[src/rtl/instr_fetch_unit.sv]
// rtl/instr_fetch_unit.sv - program counter, instruction register and imem fetch handshake
//
// Ports:
//   clk         system clock, all state updates on posedge
//   rst_n       synchronous active-low reset
//   fetch_start control-unit request to fetch the instruction at pc
//   pc_load     load pc from load_addr (jump); only honoured while idle
//   load_addr   jump target
//   imem_req    registered memory read request
//   imem_addr   registered read address, stable while imem_req=1
//   imem_rdata  memory read data, valid with imem_valid
//   imem_valid  memory response strobe, only looked at while waiting
//   ir          instruction register
//   opcode      ir[15:11]
//   ir_valid    one-cycle pulse after ir is updated
//   busy        high while a fetch is outstanding
//   pc          current program counter
module instr_fetch_unit #(
    parameter int ADDR_WIDTH = 8,
    parameter int WORD_WIDTH = 16
) (
    input  logic                  clk,
    input  logic                  rst_n,
    input  logic                  fetch_start,
    input  logic                  pc_load,
    input  logic [ADDR_WIDTH-1:0] load_addr,
    output logic                  imem_req,
    output logic [ADDR_WIDTH-1:0] imem_addr,
    input  logic [WORD_WIDTH-1:0] imem_rdata,
    input  logic                  imem_valid,
    output logic [WORD_WIDTH-1:0] ir,
    output logic [4:0]            opcode,
    output logic                  ir_valid,
    output logic                  busy,
    output logic [ADDR_WIDTH-1:0] pc
);

    typedef enum logic {
        IDLE = 1'b0,
        WAIT = 1'b1
    } state_t;

    state_t                  state, state_nxt;
    logic [ADDR_WIDTH-1:0]   pc_nxt;
    logic [WORD_WIDTH-1:0]   ir_nxt;
    logic                    imem_req_nxt;
    logic [ADDR_WIDTH-1:0]   imem_addr_nxt;
    logic                    ir_valid_nxt;

    // Reset clears everything, including an outstanding request; since the
    // state returns to IDLE, a late imem_valid from the aborted fetch is
    // never looked at.
    always_ff @(posedge clk) begin
        if (!rst_n) begin
            state     <= IDLE;
            pc        <= '0;
            ir        <= '0;
            imem_req  <= 1'b0;
            imem_addr <= '0;
            ir_valid  <= 1'b0;
        end else begin
            state     <= state_nxt;
            pc        <= pc_nxt;
            ir        <= ir_nxt;
            imem_req  <= imem_req_nxt;
            imem_addr <= imem_addr_nxt;
            ir_valid  <= ir_valid_nxt;
        end
    end

    always_comb begin
        state_nxt     = state;
        pc_nxt        = pc;
        ir_nxt        = ir;
        imem_req_nxt  = imem_req;
        imem_addr_nxt = imem_addr;
        ir_valid_nxt  = 1'b0;

        case (state)
            IDLE: begin
                if (fetch_start) begin
                    // A jump issued together with a fetch supplies the address.
                    imem_req_nxt  = 1'b1;
                    imem_addr_nxt = pc_load ? load_addr : pc;
                    pc_nxt        = pc_load ? load_addr : pc;
                    state_nxt     = WAIT;
                end else if (pc_load) begin
                    pc_nxt = load_addr;
                end
            end
            WAIT: begin
                // fetch_start and pc_load are deliberately ignored here: no queueing.
                if (imem_valid) begin
                    ir_nxt        = imem_rdata;
                    // Natural truncation to ADDR_WIDTH wraps the top address to 0.
                    pc_nxt        = imem_addr + 1'b1;
                    imem_req_nxt  = 1'b0;
                    ir_valid_nxt  = 1'b1;
                    state_nxt     = IDLE;
                end
            end
            default: begin
                state_nxt    = IDLE;
                imem_req_nxt = 1'b0;
            end
        endcase
    end

    assign busy   = (state == WAIT);
    assign opcode = ir[15:11];

endmodule

[config.mk]
export PLATFORM = sky130hd
export DESIGN_NAME = instr_fetch_unit
export DESIGN_NICKNAME = d
export VERILOG_FILES = /design/src/rtl/instr_fetch_unit.sv
export SDC_FILE = /design/constraint.sdc
export NUM_CORES = 1
export LEC_CHECK = 0
export ABC_CLOCK_PERIOD_IN_PS = 2900
export BUFFER_PORTS_ARGS = -buffer_cell sky130_fd_sc_hd__buf_2
export CORE_MARGIN = 2
export CORE_UTILIZATION = 50
export DETAILED_ROUTE_END_ITERATION = 12
export GPL_ROUTABILITY_DRIVEN = 0
export MAX_ROUTING_LAYER = met4
export PLACE_DENSITY = 0.84
export SLEW_MARGIN = 25
export SYNTH_ARGS = -nofsm -noshare
export SYNTH_HDL_FRONTEND = slang
export SYNTH_SLANG_ARGS = --single-unit
[constraint.sdc]
create_clock -name clk -period 2.9 [get_ports clk]
set_clock_uncertainty 0.05 [all_clocks]
set_input_delay 0.435 -clock clk [delete_from_list [all_inputs] [get_ports clk]]
set_output_delay 0.435 -clock clk [all_outputs]
set_load 0.1 [all_outputs]
==> run_results.csv, run 1 <==
group,metric,value,unit
setup_path,criticalPathCategory,"reg2out",
setup_path,cp_data_arrival_time,1.35,ns
clock_network,count_of_instances_resized_after_the_clock_tree_is_built,0,
setup_path,critical_path.top_delay_family,"flip-flops",
drt,drt.antenna.violating_nets,0,
logic_synthesis,synth_top_area_share,0.457,
setup_path,crit_required,2.41,ns
clock_network,post_cts_hold_buffer_count,0,
timing,rsz0062_at_grt,"no",
global_routing,grt_util_all_layers,0.214,
drt,drt_first_pass_iters,4,
logic_synthesis,ys_seq_area_frac,0.457,
timing,report.final.slew_viol_count,0,
floorplan,core,0.00298,sq mm
pwr,irDropWorstVdd,0.398,mV
placement,dp.final_hpwl,2.43,mm
setup_path,cp_num_buf_inv,1,
cells_and_area,num_antenna_cells,0,
setup_path,crit_fanout,10,
cells_and_area,layout_commonest_cell,"buf_2",
setup_path,critical_path.slowest_cell,"dfxtp_1",
placement,place_worst_setup_slack,1.12,ns
floorplan,die-width,59.4,microns
floorplan,die_height,59.4,microns
pwr,power_frac_clock,0.280,
logic_synthesis,post_synth.cell_area_avg,8.47,sq um
clock_network,cts_buffer_depth,2,
setup_path,crit_chain,"buf_2",
setup_path,critical_path.startpoint_type,"flip-flop",
clock_network,ctsRootBufferMaster,"clkbuf_4",
timing,worst_pin_slew,0.849,ns
floorplan,num_io_pins,69,
logic_synthesis,synth_cell_type_count,30,
clock_network,post_cts_clock_slew_at_the_launch_and_capture_registers_of_the_worst_setup_and_hold_paths,0.11,ns
drt,route.detailed.drc,0,
setup_path,cpPeakStageDelay,0.52,ns
cells_and_area,num-nets-final,269,
clock_network,cts.repair_timing.setup_buffer_count,0,
logic_synthesis,netlist.top_cell.by_area,"dfxtp_1",
global_routing,via_count_of_the_first_global_routing_pass,1250,
drt,met3_wirelength,248,microns
drt,routed.top_layer,"met4",
cells_and_area,fillCellCount,279,
global_routing,globalRouteOverflowTotal,0,
status,status,"finished, final reports clean",
clock_network,number_of_clock_buffers_inserted_by_tritoncts,5,
floorplan,design.die.area,0.00352,sq mm
timing,fin_crit,1.84,ns
logic_synthesis,post_synth_inst_count,181,
drt,routed-via-count,1452,
drt,via_per_inst,5.32,
logic_synthesis,mappedNetlistNets,211,
timing,fin_setup_tns,0,ns
timing,final-hold-violation-count,0,
logic_synthesis,ys_top_cells_by_area,"dfxtp_1 46%, nand2_1 8.1%, a21oi_1 5.9%, mux2i_1 5.9%, a211oi_1 4.4%",
timing,max_freq,544,MHz
drt,routed_wire_length_per_instance,12.9,microns
clock_network,tritoncts,"yes",
hold_path,holdCritPathClass,"in2reg",
placement,io_buffer_count,68,
logic_synthesis,synth-warning-count,0,
timing,final_min_period_over_clock_period,0.634,
timing,finalSetupViolCount,0,
floorplan,placementRows,20,
logic_synthesis,syn-cell-area,0.00153,sq mm
clock_network,cts_sinks,35,
logic_synthesis,synth-seq-cells,35,
global_routing,global_route_wire_length_before_repair,5.47,mm
pwr,cell_internal_pwr,760,uW
cells_and_area,share_of_final_layout_standard_cells_stronger_than_drive_strength_1,0.338,
pwr,switching_share,0.394,
drt,met2RoutedLength,1.60,mm
clock_network,clock_latency,0.34,ns
pwr,total_leakage_power,0.000871,uW
drt,postRouteWirelength,3.51,mm
cells_and_area,layout_common_cells,"68 x buf_2, 35 x dfxtp_1, 33 x nand2_1",
clock_network,ctsHtreeMaxLevel,2,
drt,drt-initial-drc-count,60,
pwr,switchingPower,495,uW
global_routing,grt_max_degree,30,
pwr,combinationalPowerShare,0.291,
setup_path,worst_setup_path_end_kind,"primary output",
pwr,pwr_density_cell,661,mW/mm^2
floorplan,start_util,0.515,
timing,finalWorstSetupSlack,1.06,ns
global_routing,antenna_violations_before_repair,0,
job,max-cap-violations,0,
timing,max-slew-margin-rel,0.434,
drt,detail_route.wirelength.met1,1.62,mm
cells_and_area,area_delta_synth_final,23.9,%
pwr,fraction_of_power_consumed_by_sequential_logic,0.429,
path summary, 6_finish.rpt:
path	from	to	slack, ns	depth (start not counted)
worst min-delay path	imem_rdata[9]	ir[9]$_SDFFE_PN0P_	0.27	3
worst max register to register	busy$_SDFF_PN0_	pc[5]$_SDFFE_PN0P_	1.14	3
worst max-delay path	busy$_SDFF_PN0_	busy	1.06	1
worst min register to register	ir[0]$_SDFFE_PN0P_	ir[0]$_SDFFE_PN0P_	0.41	2
cell families (layout without fill, tap and decap cells):
kind of cell | after synthesis | in the layout | synth area share
fa+ha+maj | 1 | 1 | 0.00816
compound gates | 43 | 43 | 0.180
flops | 35 | 35 | 0.457
buf+inv | 22 | 81 | 0.0800
mux | 9 | 9 | 0.0588
xor+xnor | 1 | 1 | 0.00572
simple gates | 70 | 70 | 0.210
Yosys cell counts:
master	count
o21ai_0	1
inv_1	2
nor2_1	12
a31oi_1	2
a211oi_1	9
ha_1	1
xnor2_1	1
buf_2	8
buf_4	6
buf_6	1
nor3_1	5
nand2_2	1
o22ai_1	1
a21oi_1	18
dfxtp_1	35
nand4_2	1
nand2_1	33
and2_1	1
o2111ai_1	3
mux2i_1	9
or3_1	2
nand3_1	6
o211ai_1	3
clkbuf_1	4
nor2b_1	2
nand2b_1	4
a22oi_1	5
or4_1	3
a31o_2	1
clkinv_1	1
sequential cells by signal (all words and copies together), names as in the netlist:
signal and cells:
busy 1, pc 8, ir_valid 1, imem_req 1, ir 16, imem_addr 8
layer usage:
layer  vias up  GRT usage
li1        744          -
met1       646      0.272
met2        57      0.317
met3         5     0.0677
met4         0     0.0844
met5         -          -
stage by stage:
stage               total power (uW)  utilization  std cells  hold WS [ns]  cell area [sq um]
finish                          1260        0.638        273         0.268               1900
floorplan                        853            -        181         0.521               1530
detailed placement               915        0.611        265         0.393               1820
global route                    1300        0.638        273         0.242               1900
CTS                             1260        0.638        273         0.262               1900
global placement                 914        0.611        265         0.390               1820
area by class of cell:
cell class                      count  area [sq um]  share of cell area
Tap cell                           33          41.3              0.0217
Clock buffer                        5          37.5              0.0198
Inverter                            3          11.3             0.00593
Timing Repair Buffer               70           355               0.187
Multi-Input combinational cell    124           709               0.374
Sequential cell                    35           701               0.369
Clock inverter                      3          43.8              0.0231
power groups by stage:
stage               clock [uW]  combinational [uW]  sequential [uW]
floorplan                    0                 105              748
global placement             0                 364              550
detailed placement           0                 366              549
CTS                        356                 366              539
global route               378                 383              543
finish                     352                 365              539
Note: power is estimated with default switching activity, not from simulation.
==> inputs of run 2 (changes only) <==
--- a/config.mk
+++ b/config.mk
@@ -5,14 +5,14 @@
 export SDC_FILE = /design/constraint.sdc
 export NUM_CORES = 1
 export LEC_CHECK = 0
-export ABC_CLOCK_PERIOD_IN_PS = 2900
+export ABC_CLOCK_PERIOD_IN_PS = 1870
 export BUFFER_PORTS_ARGS = -buffer_cell sky130_fd_sc_hd__buf_2
 export CORE_MARGIN = 2
-export CORE_UTILIZATION = 50
+export CORE_UTILIZATION = 46
 export DETAILED_ROUTE_END_ITERATION = 12
 export GPL_ROUTABILITY_DRIVEN = 0
 export MAX_ROUTING_LAYER = met4
-export PLACE_DENSITY = 0.84
+export PLACE_DENSITY = 0.78
 export SLEW_MARGIN = 25
 export SYNTH_ARGS = -nofsm -noshare
 export SYNTH_HDL_FRONTEND = slang
==> constraint.sdc (replaced) <==
create_clock -name clk -period 1.87 [get_ports clk]
set_clock_uncertainty 0.05 [all_clocks]
set_input_delay 0.2805 -clock clk [delete_from_list [all_inputs] [get_ports clk]]
set_output_delay 0.2805 -clock clk [all_outputs]
set_load 0.1 [all_outputs]
==> run_results.csv, run 2 (synthesis results as in run 1) <==
group,metric,value,unit
status,status,"finished, final reports clean",
drt,drt_first_pass_iters,4,
timing,rsz0062_at_grt,"no",
cells_and_area,share_of_final_layout_standard_cells_stronger_than_drive_strength_1,0.377,
timing,finalSetupViolCount,0,
clock_network,post_cts_clock_slew_at_the_launch_and_capture_registers_of_the_worst_setup_and_hold_paths,0.10,ns
global_routing,globalRouteOverflowTotal,0,
drt,routed-via-count,1496,
setup_path,worstRegToRegCells,4,
drt,route.detailed.drc,0,
setup_path,cp_data_arrival_time,1.26,ns
cells_and_area,fillCellCount,289,
cells_and_area,num_antenna_cells,0,
global_routing,antenna_violations_before_repair,0,
setup_path,critical_path.top_delay_family,"buffers and inverters",
placement,dp.final_hpwl,2.63,mm
floorplan,start_util,0.494,
timing,max_freq,629,MHz
timing,fin_crit,1.59,ns
clock_network,post_cts_hold_buffer_count,0,
drt,drt.antenna.violating_nets,0,
pwr,fin_total_pwr,1890,uW
cells_and_area,largest_registers,"ir: 16 flops, imem_addr: 8 flops, pc: 8 flops",
cells_and_area,final_util,0.626,
pwr,fraction_of_power_consumed_by_sequential_logic,0.443,
cells_and_area,area_delta_synth_final,26.8,%
floorplan,die_height,61.7,microns
setup_path,criticalPathCategory,"reg2out",
setup_path,cpPeakStageDelay,0.47,ns
setup_path,critical_path_cell_count,1,
global_routing,global_route_wire_length_before_repair,5.57,mm
floorplan,core,0.00310,sq mm
cells_and_area,max_flop_register,"ir",
drt,routed_wire_length_per_instance,12.8,microns
pwr,switching_share,0.405,
setup_path,cp_num_buf_inv,1,
clock_network,cts_buffer_depth,2,
timing,fin_setup_tns,0,ns
pwr,switchingPower,766,uW
pwr,power_frac_clock,0.253,
pwr,combinationalPowerShare,0.304,
setup_path,crit-reg2reg-launch,"imem_addr[0]$_SDFFE_PN0P_",
clock_network,cts.repair_timing.setup_buffer_count,0,
setup_path,worst_setup_path_end_kind,"primary output",
setup_path,crit_required,1.54,ns
setup_path,critical_path.startpoint_type,"flip-flop",
hold_path,hold_sp,"imem_rdata[8]",
clock_network,cts_sinks,35,
setup_path,crit_path_start,"busy$_SDFF_PN0_",
setup_path,crit_fanout,10,
hold_path,holdCritPathClass,"in2reg",
clock_network,count_of_instances_resized_after_the_clock_tree_is_built,0,
timing,report.final.slew_viol_count,0,
clock_network,clock_latency,0.35,ns
cells_and_area,num-nets-final,273,
pwr,total_leakage_power,0.000885,uW
timing,final-hold-violation-count,0,
global_routing,via_count_of_the_first_global_routing_pass,1199,
clock_network,ctsHtreeMaxLevel,2,
pwr,cell_internal_pwr,1130,uW
global_routing,grt_util_all_layers,0.207,
clock_network,ctsRootBufferMaster,"clkbuf_4",
drt,drt-initial-drc-count,60,
drt,via_per_inst,5.19,
floorplan,num_io_pins,69,
setup_path,critical_path.slowest_cell,"buf_2",
placement,io_buffer_count,68,
cells_and_area,largest_reg_flops,16,
floorplan,placementRows,20,
cells_and_area,layout_common_cells,"68 x buf_2, 33 x nand2_1, 28 x dfxtp_1",
floorplan,die-width,61.7,microns
pwr,irDropWorstVdd,0.435,mV
clock_network,tritoncts,"yes",
pwr,pwr_density_cell,974,mW/mm^2
clock_network,number_of_clock_buffers_inserted_by_tritoncts,5,
drt,postRouteWirelength,3.67,mm
hold_path,holdPathStages,3,
setup_path,crit_chain,"buf_2",
floorplan,design.die.area,0.00381,sq mm
cells_and_area,layout_commonest_cell,"buf_2",
global_routing,grt_max_degree,23,
timing,final_min_period_over_clock_period,0.850,
job,max-cap-violations,0,
timing,max-slew-margin-rel,0.618,
timing,worst_pin_slew,0.572,ns
## run 2: changes by cell type in the layout (fill, tap and decap cells not counted), sizes merged
cell	before	now
buf	70	74
clkbuf	5	7
clkinv	3	1
bufinv	1	0
clkinvlp	0	1
## run 2: path summary, 6_finish.rpt
kind,endpoint,slack [ns]
hold / removal,ir[8]$_SDFFE_PN0P_,0.11
hold reg to reg,ir[9]$_SDFFE_PN0P_,0.41
setup / recovery,busy,0.28
setup reg to reg,pc[6]$_SDFFE_PN0P_,0.46
## run 2: power groups by stage
stage	Clock, uW	Combinational, uW	Sequential [uW]
after floorplan	0	163	1160
after detailed placement	0	575	854
final	479	574	838
after CTS	490	576	838
after global routing	532	601	846
after global placement	0	572	853
## run 2: layer usage
layer	global-route usage	wire, microns	vias up
met5	-	0	-
met4	0.0973	61	0
met3	0.0538	223	8
met2	0.290	1660	55
met1	0.277	1730	681
li1	-	-	752
## run 2: layout make-up
type | count | area, sq um | area share
Clock buffer | 7 | 65.1 | 0.0335
Clock inverter | 1 | 7.51 | 0.00386
Inverter | 3 | 11.3 | 0.00580
Multi-Input combinational cell | 124 | 709 | 0.365
Sequential cell | 35 | 709 | 0.365
Tap cell | 44 | 55.1 | 0.0283
Timing Repair Buffer | 74 | 385 | 0.198
## run 2: through the flow
| step | hold slack, ns | worst slack (ns) | cells | instance area, sq um |
|---|---|---|---|---|
| finish | 0.114 | 0.281 | 288 | 1940 |
| global route | 0.0915 | 0.228 | 288 | 1940 |
| CTS | 0.104 | 0.265 | 288 | 1940 |
| detailed placement | 0.396 | 0.289 | 280 | 1870 |
| global placement | 0.392 | 0.341 | 280 | 1870 |
| floorplan | 0.366 | 0.0352 | 181 | 1540 |
